## src/rtl/vga_sync_monitor.sv

```systemverilog
// vga_sync_monitor: receives the hSync/vSync/bright/rgb stream from
// display_controller. It checks line, frame, sync-width and blanking timing,
// tracks lock status, and recovers the active-area coordinate of each pixel.
module vga_sync_monitor #(
  parameter int CLKS_PER_PIX = 4,
  parameter int SAMPLE_PHASE = 2,
  parameter int H_TOTAL      = 800,
  parameter int H_SYNC       = 96,
  parameter int H_ACT_START  = 144,
  parameter int H_ACT_END    = 784,
  parameter int V_TOTAL      = 525,
  parameter int V_SYNC       = 2,
  parameter int V_ACT_START  = 35,
  parameter int V_ACT_END    = 515,
  parameter int LOCK_FRAMES  = 2
) (
  input  logic        clk,
  input  logic        reset,
  input  logic        hSync,
  input  logic        vSync,
  input  logic        bright,
  input  logic [11:0] rgb,
  output logic        locked,
  output logic        pix_valid,
  output logic [9:0]  x,
  output logic [9:0]  y,
  output logic [11:0] pix_rgb,
  output logic        h_err,
  output logic        v_err,
  output logic        bright_err,
  output logic [15:0] frame_cnt
);

  localparam int PIX_SHIFT = $clog2(CLKS_PER_PIX);
  localparam int GOOD_W    = $clog2(LOCK_FRAMES + 1);

  localparam logic [11:0] LINE_CLKS  = 12'(H_TOTAL * CLKS_PER_PIX);
  localparam logic [11:0] HSYNC_CLKS = 12'(H_SYNC * CLKS_PER_PIX);
  localparam logic [11:0] PHASE_MASK = 12'(CLKS_PER_PIX - 1);
  localparam logic [11:0] PHASE      = 12'(SAMPLE_PHASE);
  localparam logic [11:0] H_ACT_LO   = 12'(H_ACT_START);
  localparam logic [11:0] H_ACT_HI   = 12'(H_ACT_END);
  localparam logic [9:0]  V_ACT_LO   = 10'(V_ACT_START);
  localparam logic [9:0]  V_ACT_HI   = 10'(V_ACT_END);
  localparam logic [9:0]  V_LAST     = 10'(V_TOTAL - 1);
  localparam logic [9:0]  VSYNC_LAST = 10'(V_SYNC - 1);
  localparam logic [GOOD_W-1:0] LOCK_GOOD = GOOD_W'(LOCK_FRAMES);

  typedef enum logic [1:0] {UNLOCKED, ACQUIRE, LOCKED} state_t;

  state_t            state;
  logic              hsD, vsD;
  logic              seenH, seenV;
  logic [11:0]       lineClk;
  logic [9:0]        vLine;
  logic [GOOD_W-1:0] good;
  logic              dirty;

  // Sync edges relative to the previous-cycle inputs (syncs are active-low).
  logic hFall, hRise, vFall, vRise;
  assign hFall = hsD & ~hSync;
  assign hRise = ~hsD & hSync;
  assign vFall = vsD & ~vSync;
  assign vRise = ~vsD & vSync;

  // Pixel position within the line and the per-pixel sample point.
  logic [11:0] hPos;
  logic        samplePt;
  logic        inActive;
  assign hPos     = lineClk >> PIX_SHIFT;
  assign samplePt = ((lineClk & PHASE_MASK) == PHASE) && !hFall;
  assign inActive = (hPos >= H_ACT_LO) && (hPos < H_ACT_HI) &&
                    (vLine >= V_ACT_LO) && (vLine < V_ACT_HI);

  // Timing checks; in the hFall/vFall cycle lineClk/vLine still hold the
  // length of the line/frame that just ended.
  logic hErrDet, vErrDet, brightErrDet, anyErr;
  assign hErrDet = (hFall && seenH && (lineClk != LINE_CLKS)) ||
                   (hRise && (lineClk != HSYNC_CLKS));
  assign vErrDet = (vFall && !hFall) ||
                   (vFall && seenV && (vLine != V_LAST)) ||
                   (vRise && !hFall) ||
                   (vRise && (vLine != VSYNC_LAST));
  assign brightErrDet = (state == LOCKED) && samplePt && (bright != inActive);
  assign anyErr = hErrDet | vErrDet | brightErrDet;

  // A pixel is only delivered if the same cycle does not also drop lock.
  logic sampleHit;
  assign sampleHit = (state == LOCKED) && samplePt && bright && !anyErr;

  logic [GOOD_W-1:0] goodNext;
  assign goodNext = good + 1'b1;

  // Edge history, line clock counter and line counter.
  // NOTE: sequential state uses non-blocking assignments so every register
  // in the design updates from pre-edge values, independent of block order.
  always_ff @(posedge clk or posedge reset) begin
    if (reset) begin
      hsD     <= 1'b1;
      vsD     <= 1'b1;
      seenH   <= 1'b0;
      seenV   <= 1'b0;
      lineClk <= '0;
      vLine   <= '0;
    end else begin
      hsD <= hSync;
      vsD <= vSync;
      if (hFall) seenH <= 1'b1;
      if (vFall) seenV <= 1'b1;
      if (hFall) begin
        lineClk <= 12'd1;
      end else if (lineClk != 12'hFFF) begin
        lineClk <= lineClk + 12'd1;
      end
      if (vFall) begin
        vLine <= '0;
      end else if (hFall) begin
        vLine <= vLine + 10'd1;
      end
    end
  end

  // Registered one-clock error pulses.
  always_ff @(posedge clk or posedge reset) begin
    if (reset) begin
      h_err      <= 1'b0;
      v_err      <= 1'b0;
      bright_err <= 1'b0;
    end else begin
      h_err      <= hErrDet;
      v_err      <= vErrDet;
      bright_err <= brightErrDet;
    end
  end

  // Pixel capture: strobe plus coordinate/colour that hold between strobes.
  always_ff @(posedge clk or posedge reset) begin
    if (reset) begin
      pix_valid <= 1'b0;
      x         <= '0;
      y         <= '0;
      pix_rgb   <= '0;
    end else begin
      pix_valid <= sampleHit;
      if (sampleHit) begin
        x       <= 10'(hPos - H_ACT_LO);
        y       <= vLine - V_ACT_LO;
        pix_rgb <= rgb;
      end
    end
  end

  // Lock FSM: acquire LOCK_FRAMES clean frames, drop on any error.
  always_ff @(posedge clk or posedge reset) begin
    if (reset) begin
      state     <= UNLOCKED;
      good      <= '0;
      dirty     <= 1'b0;
      locked    <= 1'b0;
      frame_cnt <= '0;
    end else begin
      case (state)
        UNLOCKED: begin
          if (vFall) begin
            state <= ACQUIRE;
            good  <= '0;
            dirty <= 1'b0;
          end
        end
        ACQUIRE: begin
          if (vFall) begin
            dirty <= 1'b0;
            if (dirty || anyErr) begin
              good <= '0;
            end else if (goodNext == LOCK_GOOD) begin
              state  <= LOCKED;
              locked <= 1'b1;
              good   <= '0;
            end else begin
              good <= goodNext;
            end
          end else if (anyErr) begin
            dirty <= 1'b1;
          end
        end
        LOCKED: begin
          if (anyErr) begin
            state  <= UNLOCKED;
            locked <= 1'b0;
          end else if (vFall) begin
            frame_cnt <= frame_cnt + 16'd1;
          end
        end
        default: begin
          state  <= UNLOCKED;
          locked <= 1'b0;
        end
      endcase
    end
  end

endmodule
```

## config.mk

```make
export PLATFORM = sky130hd
export DESIGN_NAME = vga_sync_monitor
export DESIGN_NICKNAME = d
export VERILOG_FILES = /design/src/rtl/vga_sync_monitor.sv
export SDC_FILE = /design/constraint.sdc
export NUM_CORES = 1
export LEC_CHECK = 0
export CORE_AREA = 3 3 106 108
export CTS_BUF_LIST = sky130_fd_sc_hd__clkbuf_4
export DETAILED_ROUTE_END_ITERATION = 16
export DIE_AREA = 0 0 109 111
export HOLD_SLACK_MARGIN = 0.05
export SLEW_MARGIN = 20
export SYNTH_ARGS = -nofsm -noshare
export SYNTH_HDL_FRONTEND = slang
export SYNTH_SLANG_ARGS = --single-unit
```

## constraint.sdc

```tcl
create_clock -name clk -period 3.15 [get_ports clk]
set_input_delay 0.945 -clock clk [delete_from_list [all_inputs] [get_ports clk]]
set_output_delay 0.945 -clock clk [all_outputs]
set_load 0.02 [all_outputs]
```

==> qor.yml <==
area.sequential_sq_mm: 0.002105
dr.pass1.iters: 4
drive_above_1_share: 0.1649
grt_pass1_wl_microns: 15210
grt.busiest_layer: "met2"
multi_input_area_sq_mm: 0.001832
cp.arrival_ns: 3.13
dp_hpwl_microns: 6274
finalHoldViolCount: 0
grt_overflow: 0
cts_hold_buf: 0
grt_use_total: 0.1560
cts_resized: 0
max_slew.worst_pin.slew_ns: 0.4574
met3_usage: 0.04368
grt_max_degree: 85
cp_max_fo: 12
hold_path.class: "reg -> reg"
rows: 37
ant_nets: 0
clock_sinks: 84
start_kind: "primary input"
synthDistinctLibCells: 47
drv_cap: 0
synth_area_leaders: "dfrtp_1 50%, mux2_2 6.9%, xor2_1 6.8%"
initialDrtViolationCount: 131
max_freq_ghz: 0.3593
synth_edf_count: 0
async_flop_share: 1.000
synth-seq-cells: 84
status: "finished clean"
hold-worst-slack_ns: 0.4821
powerDensity_mw_per_mm2: 397.4
synth_ff_type: "dfrtp_1"
path_cells: "clkdlybuf4s50_1 -> and4b_1 -> nand4_1 -> a32o_2 -> buf_4 -> nor3_4 -> nand2_2 -> nor4_1 -> xor2_1"
cp-end-kind: "register"
viasPerCell: 4.968
die_x_microns: 109
leakagePower_nw: 2.421
critPathSlowestCell: "clkdlybuf4s50_1"
fillCellCount: 928
postCtsSetupRepairBufs: 0
drc: 0
wl_per_cell_microns: 14.44
finalCritPeriodShare: 0.8836
peakVddDrop_uv: 265.0
globalRouteMet1Util: 0.2069
yosysWarnings: 0
fin_nets: 490
cts-root-buf: "clkbuf_4"
setup_ws_ns: 0.3667
use_met2: 0.2518
cts_made_buffers: 9
relSlewSlack: 0.6927
critPathMaxStageDelay_ns: 0.45
timing.critical_path.buf_inv: 2
fin_crit_ns: 2.783
netlist_area_sq_mm: 0.004109
syn_to_final_growth_pct: 27.50
critPathTopFamily: "simple AND/OR/NAND/NOR gates"
synth_cells: 378
grt_pass1_vias: 3085
setup_viol: 0
rsz0062_at_grt: "no"
crit_type: "in -> reg"
yosysTopAreaCell: "dfrtp_1"
insertion_delay_ns: 0.43
cts_tree: "built"
required_ns: 3.50
htreeDepth: 3
clk_path_buf_depth: 2
num_io_pins: 70
core_region_area_sq_mm: 0.01032
start_util: 0.3980
yosysSeqAreaShare: 0.5122
clkTransAtPathRegs_ns: 0.13
synth_top_area_share: 0.4994
synth.avg_cell_area_sq_um: 10.87
antenna_cells: 0
drv_slew: 0
fp.dieH_microns: 111
design.die.area_sq_mm: 0.01210
placed_cell_area_sq_mm: 0.005072
dr_total_vias: 2996
pre_cts_ws_ns: -0.09429
wirelength_microns: 8710
place.gp.congestion: 0.8123
antenna_found_initial: 0
clock_skew_ns: 0.01752
port_buffers: 69
setup_tns_ns: 0
fin_area_sq_mm: 0.005239
syn_nets: 406
per-layer routing:
layer	routed length [microns]	up-vias
met4	111	0
li1	-	1469
met5	0	-
met3	406	12
met2	4254	75
met1	3937	1440
layout by cell type, fill, tap and decap left out, types with 3 or more instances in the layout:
| cell type | count |
|---|---|
| nor2_1 | 40 |
| buf_12 | 3 |
| xor2_1 | 32 |
| and3_1 | 4 |
| nand4_1 | 15 |
| o21ai_0 | 6 |
| nor3_1 | 10 |
| clkbuf_4 | 9 |
| a31oi_1 | 4 |
| nand3_1 | 10 |
| nand2_1 | 24 |
| mux2_2 | 25 |
| inv_1 | 12 |
| xnor2_1 | 12 |
| ha_1 | 11 |
| a21oi_1 | 15 |
| nor4_1 | 7 |
| buf_4 | 22 |
| nand2b_1 | 9 |
| dfrtp_1 | 82 |
| clkdlybuf4s50_1 | 69 |
| nor2b_1 | 8 |
cell usage after synthesis (all sizes together), types with 11 or more instances:
cell,n
a21oi,15
buf,11
dfrtp,82
ha,11
inv,13
mux2,27
nand2,25
nand4,15
nor2,40
nor3,12
xnor2,12
xor2,32
per-stage QoR:
| step | utilization | cells | power, mW |
|---|---|---|---|
| 2_1_floorplan | - | 378 | 1.294 |
| 3_3_place_gp | 0.4913 | 587 | 1.384 |
| 3_5_place_dp | 0.4913 | 587 | 1.387 |
| 4_1_cts | 0.5075 | 603 | 2.120 |
| 5_1_grt | 0.5075 | 603 | 2.196 |
| 6_report | 0.5075 | 603 | 2.082 |
where the power goes:
part	total, mW	leakage [nW]	internal, mW	switching (mW)
logic	0.207	1.22	0.0953	0.112
clock network	0.718	0.0821	0.327	0.391
registers	1.16	1.12	1.11	0.0449
total	2.08	2.42	1.53	0.548
flip-flops by register name, summed over array words and instances (netlist names), 2 cells and up:
| name | count |
|---|---|
| pix_rgb | 12 |
| state | 2 |
| y | 10 |
| lineClk | 12 |
| vLine | 10 |
| x | 10 |
| good | 2 |
| frame_cnt | 16 |
cell type report:
class,count,share of cell area
Clock inverter,7,0.01887
Sequential cell,84,0.4017
Inverter,13,0.009553
Clock buffer,9,0.01290
Tap cell,136,0.03248
Multi-Input combinational cell,260,0.3497
Timing Repair Buffer,94,0.1748
final timing paths:
| kind | cells after the start | slack, ns | to | start |
|---|---|---|---|---|
| setup / recovery | 9 | 0.37 | frame_cnt[10]$_DFFE_PP0P_ | hSync |
| hold / removal | 1 | 0.48 | frame_cnt[15]$_DFFE_PP0P_ | frame_cnt[15]$_DFFE_PP0P_ |
| setup reg to reg | 8 | 0.38 | good[0]$_DFFE_PP0P_ | vLine[0]$_DFFE_PP0P_ |
| hold reg to reg | 1 | 0.48 | frame_cnt[15]$_DFFE_PP0P_ | frame_cnt[15]$_DFFE_PP0P_ |
| max in group asynchronous | 3 | 1.87 | hsD$_DFF_PP1_ | reset |
| min in group asynchronous | 3 | 0.90 | frame_cnt[15]$_DFFE_PP0P_ | reset |
kinds of logic after synthesis:
family	Yosys count	share of synthesized area
xor+xnor	44	0.09379
simple gates	142	0.1870
flops	84	0.5122
compound gates	35	0.05512
fa+ha+maj	11	0.03350
buf+inv	34	0.04202
mux	28	0.07643
Note: power is estimated with default switching activity, not from simulation.
